<file path="src/rtl/column_window_sequencer_if.sv">
// Column stream interface for the window sequencer. The producer side drives
// the incoming column stream, and the sequencer returns the column pair that the
// moment accumulators consume.
interface column_window_sequencer_if #(
    parameter int LUMA_BITS      = 8,
    parameter int WINDOW_SIZE_Y  = 5,
    parameter int MAX_LINE_WIDTH = 1024
);
    localparam int COL_W = LUMA_BITS * WINDOW_SIZE_Y;
    localparam int CW    = $clog2(MAX_LINE_WIDTH);

    logic             in_line_start;
    logic             in_valid;
    logic [COL_W-1:0] in_column;

    logic             out_valid;
    logic             out_reset;
    logic [COL_W-1:0] out_column;
    logic [COL_W-1:0] out_peek_column;
    logic             out_window_full;
    logic [CW-1:0]    out_col_index;
    logic             out_overflow;

    modport master (
        output in_line_start, in_valid, in_column,
        input  out_valid, out_reset, out_column, out_peek_column,
               out_window_full, out_col_index, out_overflow
    );

    modport slave (
        input  in_line_start, in_valid, in_column,
        output out_valid, out_reset, out_column, out_peek_column,
               out_window_full, out_col_index, out_overflow
    );
endinterface

</file>
<file path="src/rtl/column_window_sequencer.sv">
// Column window sequencer. The block keeps the last WINDOW_SIZE_X valid columns
// of a line in a ring buffer. For every valid column it emits the entering column
// and the column that leaves the window ("peek"). The peek reads as zero while the
// window is still filling. The first column of each line carries out_reset.
module column_window_sequencer #(
    parameter int LUMA_BITS      = 8,
    parameter int WINDOW_SIZE_X  = 7,
    parameter int WINDOW_SIZE_Y  = 5,
    parameter int MAX_LINE_WIDTH = 1024
) (
    input logic                     clk,
    input logic                     in_reset_n,
    column_window_sequencer_if.slave bus
);
    localparam int COL_W = LUMA_BITS * WINDOW_SIZE_Y;
    localparam int CW    = $clog2(MAX_LINE_WIDTH);
    localparam int PW    = $clog2(WINDOW_SIZE_X);
    localparam int FW    = $clog2(WINDOW_SIZE_X + 1);

    localparam logic [PW-1:0] PTR_LAST  = PW'(WINDOW_SIZE_X - 1);
    localparam logic [FW-1:0] FILL_FULL = FW'(WINDOW_SIZE_X);
    localparam logic [CW-1:0] IDX_LAST  = CW'(MAX_LINE_WIDTH - 1);

    typedef enum logic [1:0] {
        IDLE,
        FILL,
        STEADY
    } state_t;

    state_t           state_q, state_d;
    logic [PW-1:0]    wr_ptr_q, wr_ptr_d;
    logic [FW-1:0]    fill_q, fill_d;
    logic [CW-1:0]    idx_q, idx_d;
    logic             pend_q, pend_d;
    logic             ovf_q, ovf_d;
    logic             valid_q, valid_d;
    logic             reset_q, reset_d;
    logic             full_q, full_d;
    logic [COL_W-1:0] col_q, col_d;
    logic [COL_W-1:0] peek_q, peek_d;

    logic             ring_we;
    logic [PW-1:0]    ring_waddr;
    logic [COL_W-1:0] ring [WINDOW_SIZE_X];

    // Next-state, ring write and output decode for one input cycle.
    // NOTE: every signal gets a default before any branch, so no path leaves one unassigned and infers a latch.
    always_comb begin
        state_d    = state_q;
        wr_ptr_d   = wr_ptr_q;
        fill_d     = fill_q;
        idx_d      = idx_q;
        pend_d     = pend_q;
        ovf_d      = ovf_q;
        valid_d    = 1'b0;
        reset_d    = 1'b0;
        full_d     = full_q;
        col_d      = col_q;
        peek_d     = peek_q;
        ring_we    = 1'b0;
        ring_waddr = wr_ptr_q;

        if (bus.in_valid) begin
            if (bus.in_line_start || pend_q) begin
                // A new line discards the old window. Stale ring entries are
                // masked by the zero peek until the window refills.
                ring_we    = 1'b1;
                ring_waddr = '0;
                wr_ptr_d   = PW'(1);
                fill_d     = FW'(1);
                idx_d      = '0;
                pend_d     = 1'b0;
                valid_d    = 1'b1;
                reset_d    = 1'b1;
                full_d     = 1'b0;
                col_d      = bus.in_column;
                peek_d     = '0;
                state_d    = FILL;
            end else if (state_q != IDLE) begin
                ring_we  = 1'b1;
                valid_d  = 1'b1;
                col_d    = bus.in_column;
                // The slot about to be overwritten holds the column leaving the window.
                peek_d   = (fill_q == FILL_FULL) ? ring[wr_ptr_q] : '0;
                wr_ptr_d = (wr_ptr_q == PTR_LAST) ? '0 : wr_ptr_q + PW'(1);
                if (fill_q != FILL_FULL) begin
                    fill_d = fill_q + FW'(1);
                end
                full_d = (fill_d == FILL_FULL);
                if (idx_q == IDX_LAST) begin
                    ovf_d = 1'b1;
                end else begin
                    idx_d = idx_q + CW'(1);
                end
                if (fill_d == FILL_FULL) begin
                    state_d = STEADY;
                end
            end
        end else if (bus.in_line_start) begin
            // Remember the line start until the next valid column arrives.
            pend_d = 1'b1;
        end
    end

    // Control state and registered outputs.
    // NOTE: sequential state uses non-blocking assignments so every register samples pre-edge values.
    always_ff @(posedge clk or negedge in_reset_n) begin
        if (!in_reset_n) begin
            state_q  <= IDLE;
            wr_ptr_q <= '0;
            fill_q   <= '0;
            idx_q    <= '0;
            pend_q   <= 1'b0;
            ovf_q    <= 1'b0;
            valid_q  <= 1'b0;
            reset_q  <= 1'b0;
            full_q   <= 1'b0;
            col_q    <= '0;
            peek_q   <= '0;
        end else begin
            state_q  <= state_d;
            wr_ptr_q <= wr_ptr_d;
            fill_q   <= fill_d;
            idx_q    <= idx_d;
            pend_q   <= pend_d;
            ovf_q    <= ovf_d;
            valid_q  <= valid_d;
            reset_q  <= reset_d;
            full_q   <= full_d;
            col_q    <= col_d;
            peek_q   <= peek_d;
        end
    end

    // Column ring storage.
    // NOTE: the ring has no reset. Its contents are never observed before they are written, because the peek is gated by fill.
    always_ff @(posedge clk) begin
        if (ring_we) begin
            ring[ring_waddr] <= bus.in_column;
        end
    end

    assign bus.out_valid       = valid_q;
    assign bus.out_reset       = reset_q;
    assign bus.out_column      = col_q;
    assign bus.out_peek_column = peek_q;
    assign bus.out_window_full = full_q;
    assign bus.out_col_index   = idx_q;
    assign bus.out_overflow    = ovf_q;
endmodule

</file>
<file path="src/flat_wrapper.sv">
// flat-port wrapper written by rule: the top's interface ports become plain ports
module column_window_sequencer_flat 
#(
    parameter int LUMA_BITS      = 8,
    parameter int WINDOW_SIZE_X  = 7,
    parameter int WINDOW_SIZE_Y  = 5,
    parameter int MAX_LINE_WIDTH = 1024
)
  (clk, in_reset_n, bus_in_line_start, bus_in_valid, bus_in_column, bus_out_valid, bus_out_reset, bus_out_column, bus_out_peek_column, bus_out_window_full, bus_out_col_index, bus_out_overflow);
  column_window_sequencer_if #(.LUMA_BITS(LUMA_BITS), .WINDOW_SIZE_Y(WINDOW_SIZE_Y), .MAX_LINE_WIDTH(MAX_LINE_WIDTH)) bus_i ();
  input logic clk;
  input logic in_reset_n;
  input wire logic [$bits(bus_i.in_line_start)-1:0] bus_in_line_start;
  input wire logic [$bits(bus_i.in_valid)-1:0] bus_in_valid;
  input wire logic [$bits(bus_i.in_column)-1:0] bus_in_column;
  output wire logic [$bits(bus_i.out_valid)-1:0] bus_out_valid;
  output wire logic [$bits(bus_i.out_reset)-1:0] bus_out_reset;
  output wire logic [$bits(bus_i.out_column)-1:0] bus_out_column;
  output wire logic [$bits(bus_i.out_peek_column)-1:0] bus_out_peek_column;
  output wire logic [$bits(bus_i.out_window_full)-1:0] bus_out_window_full;
  output wire logic [$bits(bus_i.out_col_index)-1:0] bus_out_col_index;
  output wire logic [$bits(bus_i.out_overflow)-1:0] bus_out_overflow;
  assign bus_i.in_line_start = bus_in_line_start;
  assign bus_i.in_valid = bus_in_valid;
  assign bus_i.in_column = bus_in_column;
  assign bus_out_valid = bus_i.out_valid;
  assign bus_out_reset = bus_i.out_reset;
  assign bus_out_column = bus_i.out_column;
  assign bus_out_peek_column = bus_i.out_peek_column;
  assign bus_out_window_full = bus_i.out_window_full;
  assign bus_out_col_index = bus_i.out_col_index;
  assign bus_out_overflow = bus_i.out_overflow;
  column_window_sequencer #(.LUMA_BITS(LUMA_BITS), .WINDOW_SIZE_X(WINDOW_SIZE_X), .WINDOW_SIZE_Y(WINDOW_SIZE_Y), .MAX_LINE_WIDTH(MAX_LINE_WIDTH)) u_core (.clk(clk), .in_reset_n(in_reset_n), .bus(bus_i));
endmodule
</file>
<file path="config.mk">
export PLATFORM = sky130hd
export DESIGN_NAME = column_window_sequencer_flat
export DESIGN_NICKNAME = d
export VERILOG_FILES = /design/src/rtl/column_window_sequencer_if.sv /design/src/rtl/column_window_sequencer.sv /design/src/flat_wrapper.sv
export SDC_FILE = /design/constraint.sdc
export NUM_CORES = 1
export LEC_CHECK = 0
export CORE_ASPECT_RATIO = 1.75
export CORE_MARGIN = 4
export CORE_UTILIZATION = 35
export DETAILED_ROUTE_END_ITERATION = 8
export PLACE_DENSITY_LB_ADDON = 0.12
export SLEW_MARGIN = 20
export SYNTH_ARGS = -nofsm -noshare
export SYNTH_HDL_FRONTEND = slang
export SYNTH_SLANG_ARGS = --single-unit
</file>
<file path="constraint.sdc">
create_clock -name clk -period 18 [get_ports clk]
set_input_delay 2.7 -clock clk [delete_from_list [all_inputs] [get_ports clk]]
set_output_delay 2.7 -clock clk [all_outputs]
set_load 0.01 [all_outputs]
</file>
======== After elaboration in Yosys (flattened, before gate mapping) ========
Memories as Yosys holds them, arrays and structs flattened.
Index checks and enable logic that the tools add are counted.
word-level totals
  register bits ........................... 103
  RAM bits ................................ 280
  output and inout bits ................... 94
  word-level logic and storage cells ...... 67
  memories ................................ 1
memories
  memory       depth  width  read ports  clocked after memory_dff  wr ports  RTL line                       text
  u_core.ring  7      40     1           0                         1         column_window_sequencer.sv:44  logic [COL_W-1:0] ring [WINDOW_SIZE_X];
cells by class
  add/sub/neg operators ................... 3
  eq/ne operators ......................... 7
  mux-type cells .......................... 34
  bitwise operators ....................... 1
  reductions and logical operators ........ 10
operators by type and width
  kind                                            number
  2-to-1 mux 40 bit                               5
  2-to-1 mux 3 bit                                11
  2-to-1 mux 10 bit                               3
  2-to-1 mux 1 bit                                12
  adder 10 x 1 -> 10 bit (second input constant)  1
  == test 10 bit (second input constant)          1
  == test 3 bit (second input constant)           3
  nonzero test 2 bit                              4
  adder 3 x 1 -> 3 bit (second input constant)    2
  2-to-1 mux 2 bit                                3
  AND reduction 3 bit                             2
  != test 2 x 1 -> 1 bit (second input constant)  2
  AND reduction 2 bit                             2
  AND reduction 4 bit                             1
  != test 3 bit (second input constant)           1
  logical OR 1 bit                                1
  NOT 1 bit                                       1

======== Depth between registers and ports, before layout ========
  word-level depth ........................ 9
  depth in mapped cells ................... 7
  depth with buffers taken out ............ 5

======== Worst setup path after synthesis ========
Ideal clock, no wire load.
  kind .................................... in2reg
  start ................................... input bus_in_valid
  end ..................................... memory u_core.ring[0][0] in the netlist's numbering, enable pin
  library setup time ...................... 0.548 ns
  arrival time ............................ 6.998 ns
  required time ........................... 17.452 ns
  slack ................................... 10.454 ns
  cell stages on the path ................. 2
  path buffers ............................ 0
  cell sequence ........................... o21ai_1 > o41ai_1
on the way
  word-level cells in the longest chain between the ends .. 3
  elaborated cells on any way between the ends .. 4
  those cells by class .................... 4 x mux
ends and longest elaborated chain
  element                                 RTL line                        text
  start, declared                         flat_wrapper.sv:14              input wire logic [$bits(bus_i.in_valid)-1:0] bus_in_valid;
  2-to-1 mux 1 bit                        column_window_sequencer.sv:63   if (bus.in_valid) begin
  2-to-1 mux 1 bit                        column_window_sequencer.sv:138  if (ring_we) begin
  2-to-1 mux 1 bit (implied by the code)  column_window_sequencer.sv:139  ring[ring_waddr] <= bus.in_column;
  end, declared                           column_window_sequencer.sv:44
Parallel ways exist; a longest one is shown, timed or not.

======== Worst setup path after layout ========
  start ................................... input bus_in_valid
  end ..................................... memory u_core.ring[6][12] in the netlist's numbering, enable pin
The elaborated chain is that of the path after synthesis.

==> results.cfg <==
[timing]
fin_skew_ns = 0.0186
tightest_slew_ns = 1.03
fmax_ghz = 0.188
setup_violations = 0
fin_crit_ns = 5.31
hold_viol_final = 0
tns_ns = 0
slew_violations = 0
rsz0062_at_grt = false
slew_headroom_pct = 31.5
hold_slack_ns = 0.462
period_share_pct = 29.5

[worst_setup_path]
end_kind = flop
worstPathRequired_ns = 18.16
cpLargestDelayFamily = simple AND/OR/NAND/NOR gates
arrival_ns = 5.47
worstSetupPathType = in2reg
slowest_delay_ns = 0.69
worstPathMaxFanout = 32
cpMaxStageDelayCell = nor3b_2
path_cells = clkdlybuf4s50_1 > o21ai_1 > nor2_1 > nand2_1 > nor3b_2 > buf_4
start_kind = input pin
crit_buf_inv = 2

[die]
dieArea_sq_um = 44700
start_util_pct = 35.4
row_count = 98
chipHeight_um = 277
die_w_um = 162
io_pins = 138
core_sq_um = 40800

[grt]
grt_first_pass_wirelength_mm = 53.0
grtUsageTotal_pct = 15.4
antenna_found_initial = 1
grt-ovfl-total = 0
grt_max_degree = 73
grt_pass1_vias = 8594

[hold_path]
hold_path.class = reg2reg

[synth]
yosysWarnings = 0
synth_cells = 925
synth_area_per_cell_sq_um = 15.6
async_flop_share_pct = 26.9
synth.distinct_cells = 41
syn_nets = 971
synth_edf_count = 280
ys_ff_latch = 383
seq_area_frac_synth_pct = 76.1
synth_ff_type = edfxtp_1
netlist_area_sq_um = 14400

[clocking]
cts_buffers = 37
post_cts_buffers = 0
clk_path_buf_depth = 3
post_cts_resized = 0
cts_tree = done
htreeDepth = 2
clkLatencyLatePin_ns = 0.53
cts_root_buffer = clkbuf_16
clkSlewWorstSetupHoldPaths_ns = 0.06
cts-hold-fix-buffers = 0
numClockSinks = 383

[layout]
n_antenna_cell = 0
drive_above_1_share_pct = 11.0
design_area_sq_um = 17600
fillers = 3700
nets = 1115
area_delta_synth_final_pct = 22.1

[routing]
vias_per_cell = 4.85
routed_wl_mm = 34.2
drc_errors = 0
drtAntennaViolNets = 0
vias = 7994
drt-initial-drc-count = 468
dr.pass1.iters = 4
wl_per_cell_um = 20.8

[power_and_ir_drop]
peakVddDrop_mv = 0.0692
p_per_area_nw_per_um2 = 115
power_leakage_nw = 6.57

[status]
outcome = completed

[flow_run]
cap_violations = 0

[place]
placed_area_sq_um = 16500
io_buffers = 137
hpwl_mm = 19.9
place.gp.congestion = 0.706
-- stage by stage --
stage | utilization [%] | power, mW | setup WS (ns) | cells
global route | 43.2 | 2.11 | 12.40 | 1647
floorplan | - | 1.19 | 10.45 | 925
detailed placement | 40.4 | 1.31 | 12.14 | 1580
finish | 43.2 | 2.02 | 12.69 | 1647
global placement | 40.4 | 1.30 | 12.15 | 1580
CTS | 43.2 | 2.06 | 12.66 | 1647
-- placed cells by master (no fill, tap or decap), types with 3 or more instances in the layout --
cell type,n
o21ai_1,7
a21oi_1,7
dfrtp_1,101
a31oi_1,3
mux4_2,40
nand2_1,258
buf_4,17
a211oi_1,3
mux2i_1,42
clkbuf_16,38
clkbuf_8,7
clkdlybuf4s50_1,136
clkbuf_1,13
a22oi_1,40
edfxtp_1,280
nor2_1,9
nand4_1,4
o21ai_0,41
clkinv_1,4
clkinv_2,4
-- worst register-to-register path: stages (launching register included) --
cell and delay (ns):
dfrtp_4 0.92, buf_4 0.93, nand2b_1 0.27, nor2_4 0.33, buf_4 0.57
-- path summary, 6_finish.rpt --
| check | to | from | depth (start not counted) | slack (ns) |
|---|---|---|---|---|
| worst max register to register | u_core.ring[3][9] | u_core.wr_ptr_q[0] | 4 | 14.58 |
| worst min-delay path | u_core.bus.out_peek_column[1] | u_core.bus.out_peek_column[1] | 2 | 0.46 |
| worst min register to register | u_core.bus.out_peek_column[1] | u_core.bus.out_peek_column[1] | 2 | 0.46 |
| worst max-delay path | u_core.ring[6][12] | bus_in_valid | 6 | 12.69 |
| min in group asynchronous | u_core.bus.out_peek_column[33] | in_reset_n | 1 | 2.15 |
| max in group asynchronous | u_core.wr_ptr_q[0] | in_reset_n | 2 | 14.37 |
-- logic make-up (layout without fill, tap and decap cells) --
logic type                 after synthesis  in the layout  share of synthesized area, %
xor gates and xnor gates                 1              1                        0.0606
AOI/OAI and AO/OA                      112            112                          5.00
adders and majority gates                2              2                         0.173
buffers and inverters                   51            223                          1.44
and+or+nand+nor                        294            294                          8.13
DFF                                    383            383                          76.1
muxes                                   82             82                          9.15
-- flip-flops by register name, summed over array words and instances, names as in the netlist --
| register | count |
|---|---|
| u_core.ring | 280 |
| u_core.bus.out_column | 40 |
| u_core.bus.out_peek_column | 40 |
| u_core.bus.out_col_index | 10 |
| u_core.fill_q | 3 |
| u_core.wr_ptr_q | 3 |
| u_core.state_q | 2 |
| u_core.bus.out_overflow | 1 |
| u_core.bus.out_reset | 1 |
| u_core.bus.out_valid | 1 |
| u_core.bus.out_window_full | 1 |
| u_core.pend_q | 1 |
-- power breakdown --
group | switching [mW] | total [mW] | internal [mW]
sequential | 0.0410 | 1.04 | 0.998
clock | 0.324 | 0.744 | 0.419
combinational | 0.127 | 0.238 | 0.111
total | 0.492 | 2.02 | 1.53
-- cell usage after synthesis, drive strengths merged, types with 3 or more instances --
cell,number,area [sq um]
nand2,258,968
nand4,4,25.0
clkbuf,32,120
edfxtp,280,8410
a31oi,3,18.8
a211oi,3,22.5
a22oi,40,300
dfrtp,103,2580
o21ai,48,240
mux4,40,901
nor3,4,20.0
buf,16,76.3
mux2i,42,420
a21oi,7,35.0
nor2,11,41.3
inv,3,11.3
and3,3,18.8
-- cell type report --
class / instances / area [sq um] / area share [%]
Sequential cell: 383 / 11000 / 62.3
Timing Repair Buffer: 153 / 1490 / 8.44
Tap cell: 550 / 688 / 3.90
Clock inverter: 9 / 47.5 / 0.269
Clock buffer: 58 / 1100 / 6.21
Multi-Input combinational cell: 491 / 3320 / 18.8
Inverter: 3 / 12.5 / 0.0709
-- layer usage --
| metal | share of wire, % | up-vias | global-route usage (%) | routed length (um) |
|---|---|---|---|---|
| met1 | 40 | 4075 | 18.5 | 13700 |
| met5 | 0.038 | - | 0 | 13 |
| met4 | 2.3 | 2 | 4.49 | 799 |
| li1 | - | 3713 | - | - |
| met2 | 54 | 153 | 28.6 | 18500 |
| met3 | 3.5 | 51 | 2.14 | 1190 |
Note: power is estimated with default switching activity, not from simulation.
